--- src/rtl/de_pkg.sv ---
// Shared definitions for the dice-roller sequencer: dice codes, die sizes, display codes, FSM states.
package de_pkg;

    typedef enum logic [2:0] {
        D4   = 3'd0,
        D6   = 3'd1,
        D8   = 3'd2,
        D10  = 3'd3,
        D12  = 3'd4,
        D20  = 3'd5,
        D30  = 3'd6,
        D100 = 3'd7
    } dice_t;

    typedef enum logic [1:0] {
        S_IDLE    = 2'd0,
        S_ROLLING = 2'd1,
        S_CONV    = 2'd2,
        S_RESULT  = 2'd3
    } state_t;

    localparam logic [3:0] DIG_DASH  = 4'd14;
    localparam logic [3:0] DIG_BLANK = 4'd15;

    function automatic logic [6:0] dice_n(input logic [2:0] code);
        case (dice_t'(code))
            D4:      return 7'd4;
            D6:      return 7'd6;
            D8:      return 7'd8;
            D10:     return 7'd10;
            D12:     return 7'd12;
            D20:     return 7'd20;
            D30:     return 7'd30;
            default: return 7'd100;
        endcase
    endfunction

    // Returns {cent, diz, unit} with leading zeros blanked.
    function automatic logic [11:0] blank_digits(input logic [6:0] value, input logic [3:0] b2,
                                                 input logic [3:0] b1, input logic [3:0] b0);
        logic [3:0] cent;
        logic [3:0] diz;
        cent = (value < 7'd100) ? DIG_BLANK : b2;
        diz  = (value < 7'd10)  ? DIG_BLANK : b1;
        return {cent, diz, b0};
    endfunction

    function automatic logic [11:0] bin_to_bcd(input logic [6:0] value);
        int v;
        v = int'(value);
        return {4'(v / 100), 4'((v / 10) % 10), 4'(v % 10)};
    endfunction

endpackage

--- src/rtl/bcd_conv_seq.sv ---
// Sequential double-dabble, 7-bit binary to 3 BCD digits: one load cycle after start, then 7 shifts.
// done is high during the last shift cycle, with bcd2..bcd0 carrying the final digits in that same cycle.
module bcd_conv_seq
    import de_pkg::*;
(
    input  logic       clk,
    input  logic       reset,
    input  logic       start,
    input  logic [6:0] bin,
    output logic       done,
    output logic [3:0] bcd2,
    output logic [3:0] bcd1,
    output logic [3:0] bcd0
);

    logic [18:0] sr_q;
    logic [18:0] sr_adj;
    logic [18:0] sr_d;
    logic [2:0]  cnt_q;
    logic        run_q;

    always_comb begin
        sr_adj = sr_q;
        for (int i = 0; i < 3; i++) begin
            if (sr_adj[7+4*i +: 4] >= 4'd5) begin
                sr_adj[7+4*i +: 4] = sr_adj[7+4*i +: 4] + 4'd3;
            end
        end
        sr_d = {sr_adj[17:0], 1'b0};
    end

    always_ff @(posedge clk) begin
        if (reset) begin
            sr_q  <= '0;
            cnt_q <= '0;
            run_q <= 1'b0;
        end else if (start) begin
            sr_q  <= {12'd0, bin};
            cnt_q <= 3'd7;
            run_q <= 1'b1;
        end else if (run_q) begin
            sr_q  <= sr_d;
            cnt_q <= cnt_q - 3'd1;
            if (cnt_q == 3'd1) begin
                run_q <= 1'b0;
            end
        end
    end

    assign done = run_q && (cnt_q == 3'd1);
    assign bcd2 = sr_d[18:15];
    assign bcd1 = sr_d[14:11];
    assign bcd0 = sr_d[10:7];

endmodule

--- src/rtl/controleur_lancer_de.sv ---
// Dice-roller sequencer: dice select, roll counter, BCD conversion and 4-digit scan; no backpressure.
// ROLL_ANIM_EN shows the live roll value while rolling; otherwise dashes are shown.
module controleur_lancer_de
    import de_pkg::*;
#(
    parameter int SCAN_DIV = 50000,
    parameter int MIN_ROLL = 1000
) (
    input  logic       clk,
    input  logic       reset,
    input  logic       btn_sel,
    input  logic       btn_roll,
    output logic [2:0] dice,
    input  logic [3:0] sep_unit,
    input  logic [3:0] sep_diz,
    input  logic [3:0] sep_cent,
    input  logic [3:0] sep_d,
    output logic [3:0] digit,
    output logic [3:0] an,
    output logic       busy,
    output logic       show_res
);

    localparam int EW = $clog2(MIN_ROLL + 1);
    localparam int PW = $clog2(SCAN_DIV);
    localparam logic [EW-1:0] MIN_E   = EW'(MIN_ROLL);
    localparam logic [PW-1:0] PS_LAST = PW'(SCAN_DIV - 1);

    state_t        state_q, state_d;
    logic [2:0]    dice_q, dice_d;
    logic [6:0]    value_q, value_d;
    logic [EW-1:0] elapsed_q, elapsed_d;
    logic          sel_prev_q, roll_prev_q;
    logic          conv_start_q;
    logic [3:0]    res_unit_q, res_diz_q, res_cent_q;
    logic [PW-1:0] ps_q, ps_d;
    logic [1:0]    slot_q, slot_d;
    logic [3:0]    an_q, digit_q, digit_d;
    logic [15:0]   src;
    logic [15:0]   roll_digits;

    logic       sel_edge, roll_edge;
    logic       conv_done;
    logic [3:0] bcd2, bcd1, bcd0;

    assign sel_edge  = btn_sel & ~sel_prev_q;
    assign roll_edge = btn_roll & ~roll_prev_q;

    bcd_conv_seq u_conv (
        .clk   (clk),
        .reset (reset),
        .start (conv_start_q),
        .bin   (value_q),
        .done  (conv_done),
        .bcd2  (bcd2),
        .bcd1  (bcd1),
        .bcd0  (bcd0)
    );

    always_comb begin
        state_d   = state_q;
        dice_d    = dice_q;
        value_d   = value_q;
        elapsed_d = elapsed_q;
        case (state_q)
            S_IDLE: begin
                if (roll_edge) begin
                    state_d   = S_ROLLING;
                    value_d   = 7'd1;
                    elapsed_d = EW'(1);
                end else if (sel_edge) begin
                    dice_d = dice_q + 3'd1;
                end
            end
            S_ROLLING: begin
                if (!btn_roll && (elapsed_q >= MIN_E)) begin
                    state_d = S_CONV;
                end else begin
                    value_d = (value_q >= dice_n(dice_q)) ? 7'd1 : value_q + 7'd1;
                    if (elapsed_q < MIN_E) begin
                        elapsed_d = elapsed_q + EW'(1);
                    end
                end
            end
            S_CONV: begin
                if (conv_done) begin
                    state_d = S_RESULT;
                end
            end
            default: begin
                // Roll has priority over select, so a simultaneous press keeps the dice type.
                if (roll_edge) begin
                    state_d   = S_ROLLING;
                    value_d   = 7'd1;
                    elapsed_d = EW'(1);
                end else if (sel_edge) begin
                    state_d = S_IDLE;
                end
            end
        endcase
    end

`ifdef ROLL_ANIM_EN
    logic [11:0] anim_bcd;
    assign anim_bcd    = bin_to_bcd(value_q);
    assign roll_digits = {DIG_BLANK, blank_digits(value_q, anim_bcd[11:8], anim_bcd[7:4], anim_bcd[3:0])};
`else
    assign roll_digits = {DIG_BLANK, DIG_DASH, DIG_DASH, DIG_DASH};
`endif

    always_comb begin
        src = {DIG_BLANK, res_cent_q, res_diz_q, res_unit_q};
        case (state_q)
            S_IDLE:    src = {sep_d, sep_cent, sep_diz, sep_unit};
            S_ROLLING: src = roll_digits;
            default:   ;
        endcase
        digit_d = src[{slot_q, 2'b00} +: 4];
        ps_d    = (ps_q == PS_LAST) ? '0 : ps_q + PW'(1);
        slot_d  = (ps_q == PS_LAST) ? slot_q + 2'd1 : slot_q;
    end

    always_ff @(posedge clk) begin
        if (reset) begin
            state_q      <= S_IDLE;
            dice_q       <= 3'd0;
            value_q      <= 7'd0;
            elapsed_q    <= '0;
            sel_prev_q   <= 1'b0;
            roll_prev_q  <= 1'b0;
            conv_start_q <= 1'b0;
            res_unit_q   <= DIG_BLANK;
            res_diz_q    <= DIG_BLANK;
            res_cent_q   <= DIG_BLANK;
            ps_q         <= '0;
            slot_q       <= 2'd0;
            an_q         <= 4'b1111;
            digit_q      <= DIG_BLANK;
        end else begin
            state_q      <= state_d;
            dice_q       <= dice_d;
            value_q      <= value_d;
            elapsed_q    <= elapsed_d;
            sel_prev_q   <= btn_sel;
            roll_prev_q  <= btn_roll;
            conv_start_q <= (state_d == S_CONV) && (state_q != S_CONV);
            if (conv_done) begin
                {res_cent_q, res_diz_q, res_unit_q} <= blank_digits(value_q, bcd2, bcd1, bcd0);
            end
            ps_q    <= ps_d;
            slot_q  <= slot_d;
            an_q    <= ~(4'b0001 << slot_q);
            digit_q <= digit_d;
        end
    end

    assign dice     = dice_q;
    assign digit    = digit_q;
    assign an       = an_q;
    assign busy     = (state_q == S_ROLLING) || (state_q == S_CONV);
    assign show_res = (state_q == S_RESULT);

endmodule
--- config.mk ---
export PLATFORM = sky130hd
export DESIGN_NAME = controleur_lancer_de
export DESIGN_NICKNAME = d
export VERILOG_FILES = /design/src/rtl/de_pkg.sv /design/src/rtl/bcd_conv_seq.sv /design/src/rtl/controleur_lancer_de.sv
export SDC_FILE = /design/constraint.sdc
export NUM_CORES = 1
export LEC_CHECK = 0
export CAP_MARGIN = 20
export CORE_ASPECT_RATIO = 2
export CORE_UTILIZATION = 40
export CTS_BUF_LIST = sky130_fd_sc_hd__clkbuf_2 sky130_fd_sc_hd__clkbuf_4 sky130_fd_sc_hd__clkbuf_8
export DETAILED_ROUTE_END_ITERATION = 10
export PLACE_DENSITY = 0.59
export SKIP_CTS_REPAIR_TIMING = 1
export SLEW_MARGIN = 20
export SYNTH_ARGS = -nofsm -noshare
export SYNTH_HDL_FRONTEND = slang
export SYNTH_SLANG_ARGS = --single-unit
--- constraint.sdc ---
create_clock -name clk -period 6.27 [get_ports clk]
set_input_delay 0.9405 -clock clk [delete_from_list [all_inputs] [get_ports clk]]
set_output_delay 0.9405 -clock clk [all_outputs]
set_load 0.01 [all_outputs]
==> reports/summary.txt <==
Status - finished clean
CTS max path bufs - 2
Placement Cell Area - 4840 um2
DPL Wire Length - 7.53 mm
Unrepaired setup endpoints after global routing - false
Synth Cell Area - 4420 um2
Leak pwr - 1.92 nW
CTS clk-pin slew, worst paths - 0.09 ns
Power per cell area - 212 nW/um2
Top delay family on crit path - buffers and inverters
Most frequent cell after synthesis - dfxtp_1
Ys flop type - dfxtp_1
Number of global-route vias before repair - 3569
Htree depth - 3
Core box area - 10800 um2
WL/cell - 14.7 um
Post-synth top area cell - dfxtp_1
Worst Hold Depth - 1
EDFF count, synth - 0
DR pass1 iterations - 4
Root buf cell - clkbuf_8
Ant. Diodes - 0
RR Startpoint - dice[0]
Critical path launch point type - flip-flop
Critical path launch point - state_q[0]
R2r endpoint - value_q[6]
Starting DRC count in detailed routing - 166
Largest net degree at the start of global routing - 51
Slowest cell on the critical path - clkdlybuf4s50_1
DRC - 0
GRT Resource Usage Total - 18.6%
Post-Syn Instances - 507
Initial antenna violation count - 0
HP Start - ps_q[0]
Worst clock skew - 0.00853 ns
Port buffer count - 32
Final setup vio count - 0
Total CTS buffers - 9
Max FO, Critical Path - 5
Die footprint - 11500 um2
Crit Path Category - flip-flop to output port
Worst hold endpoint - ps_q[0]
Post-synth ARST share - 0%
Fmax - 0.371 GHz
Synth Register Bits - 86
Die Ht - 151 um
Fill cells - 1118
IO Count - 33
WP data arrival - 1.76 ns
Hold Vio Cnt, Final - 0
CP peak stage delay - 0.53 ns
CTS sink count - 86
Final Slew Violations - 0
Placer Congestion - 0.750
Worst r2r path cells - 10
Vias per inst - 5.27
Buffers plus inverters on the worst setup path - 2
Setup TNS - 0 ns
Starting density of the core - 40.9%
Global route total overflow - 0
WL final - 9.95 mm
NumNets Final - 582
First-pass GRT wire length - 16.7 mm
Layout area overhead - 14.2%
Final min period - 2.70 ns
CTS tree - built
Non-Filler Instances - 677
Hold Crit Class - flip-flop to flip-flop
Sequential element share of the synthesized area - 39.0%
Vias after detailed routing - 3570
Worst Tran Pin Value - 1.05 ns
Synthesis warning total - 0
Placed Cells incl. Taps - 661
Skew-Pair Late Insertion Delay - 0.37 ns
# rows - 54
Cell Chain, Critical Path - inv_1, ha_1, clkdlybuf4s50_1
Period utilization - 43.0%
Post-Syn Nets - 557
Avg Inst Size Synth - 8.71 um2
Dominant cells by area after synthesis - dfxtp_1, ha_1, nor2_1
Post-synth cell types - 48
Max cap viols - 0
Area share of the largest cell type after synthesis - 39.0%
Layout cell share with drive strength beyond 1 - 6.33%
Design Area, Final - 5050 um2
Critical Path End Type - output port
Worst EP required - 5.33 ns
Post-route ant nets - 0
Die span in x - 76.3 um
Synth cell count leaders - dfxtp_1, nor2_1, nand2_1
Flop2flop setup slack - 3.86 ns
Worst vdd ir - 0.120 mV
Slew HR - 30.0%
power by group:
part,leakage [nW],switching [mW],internal [mW],total [mW]
sequential,0.697,0.00809,0.554,0.562
combinational,1.12,0.0527,0.0469,0.0996
clock,0.102,0.217,0.190,0.407
worst register-to-register path: cells and delay by family (launching register included):
kind,cells,cell delay [ns]
compound gates,3,0.74
fa+ha+maj,2,0.56
simple gates,4,0.47
flops,1,0.42
buf+inv,1,0.11
flip-flops by register name, summed over array words and instances, names as in the netlist, 3 cells and up:
register and cells:
ps_q 16, res_diz_q 4, res_unit_q 4, u_conv.sr_q 19, res_cent_q 4, an 4
value_q 7, u_conv.cnt_q 3, dice 3, digit 4, elapsed_q 10
cell families (layout without fill, tap and decap cells):
| logic type | Yosys count | in the layout | synth area share (%) |
|---|---|---|---|
| simple gates | 214 | 214 | 24.8 |
| fa+ha+maj | 30 | 30 | 8.50 |
| compound gates | 78 | 78 | 11.2 |
| flops | 86 | 86 | 39.0 |
| buf+inv | 43 | 73 | 3.88 |
| xor+xnor | 33 | 33 | 6.54 |
| mux | 23 | 23 | 6.15 |
per-layer routing:
metal / share of wire, % / up-vias / routed length [um] / track usage (%)
met3: 2.3 / 12 / 228 / 3.64
met1: 37 / 1714 / 3700 / 17.5
met4: 1.9 / 0 / 189 / 7.98
met5: 0 / - / 0 / 0
met2: 59 / 44 / 5830 / 37.8
li1: - / 1800 / - / -
how the worst max path moves through the flow:
stage / slack (ns) / endpoint / cells after the start
final: 3.57 / busy / 3
after CTS: 3.55 / busy / 3
after global placement: 3.63 / value_q[6] / 6
after global routing: 3.48 / busy / 3
after detailed placement: 3.59 / value_q[5] / 6
after floorplan: 4.13 / value_q[3] / 10
metrics by stage:
stage | utilization, % | setup slack [ns] | power (mW) | hold WS, ns
after floorplan | - | 4.13 | 0.637 | 0.418
after global placement | 44.8 | 3.63 | 0.675 | 0.440
after detailed placement | 44.8 | 3.59 | 0.676 | 0.450
after CTS | 46.7 | 3.55 | 1.08 | 0.471
after global routing | 46.7 | 3.48 | 1.11 | 0.486
final | 46.7 | 3.57 | 1.07 | 0.465
cell type report:
type                    count  area [um2]  area share (%)
flip-flops and latches     86        1720            34.1
inverters                  23        86.3            1.71
clock inverters             7        80.1            1.59
well taps                 140         175            3.47
multi-input cells         378        2520            50.0
clock buffers               9         124            2.45
repair buffers             34         335            6.64
placed cells by master (no fill, tap or decap), types with 6 or more instances in the layout:
cell / n
nor2b_1: 7
dfxtp_1: 86
a211oi_1: 10
inv_1: 21
and3_1: 11
nor3_1: 10
nand2_1: 36
o21ai_0: 12
clkdlybuf4s50_1: 32
nor3b_1: 6
mux2i_1: 17
nand3b_1: 7
clkbuf_8: 9
ha_1: 30
xor2_1: 16
nand2b_1: 18
nand3_1: 20
nor2_1: 77
a21oi_1: 29
nand4_1: 8
xnor2_1: 17
Power figures use the tool's default switching activity.
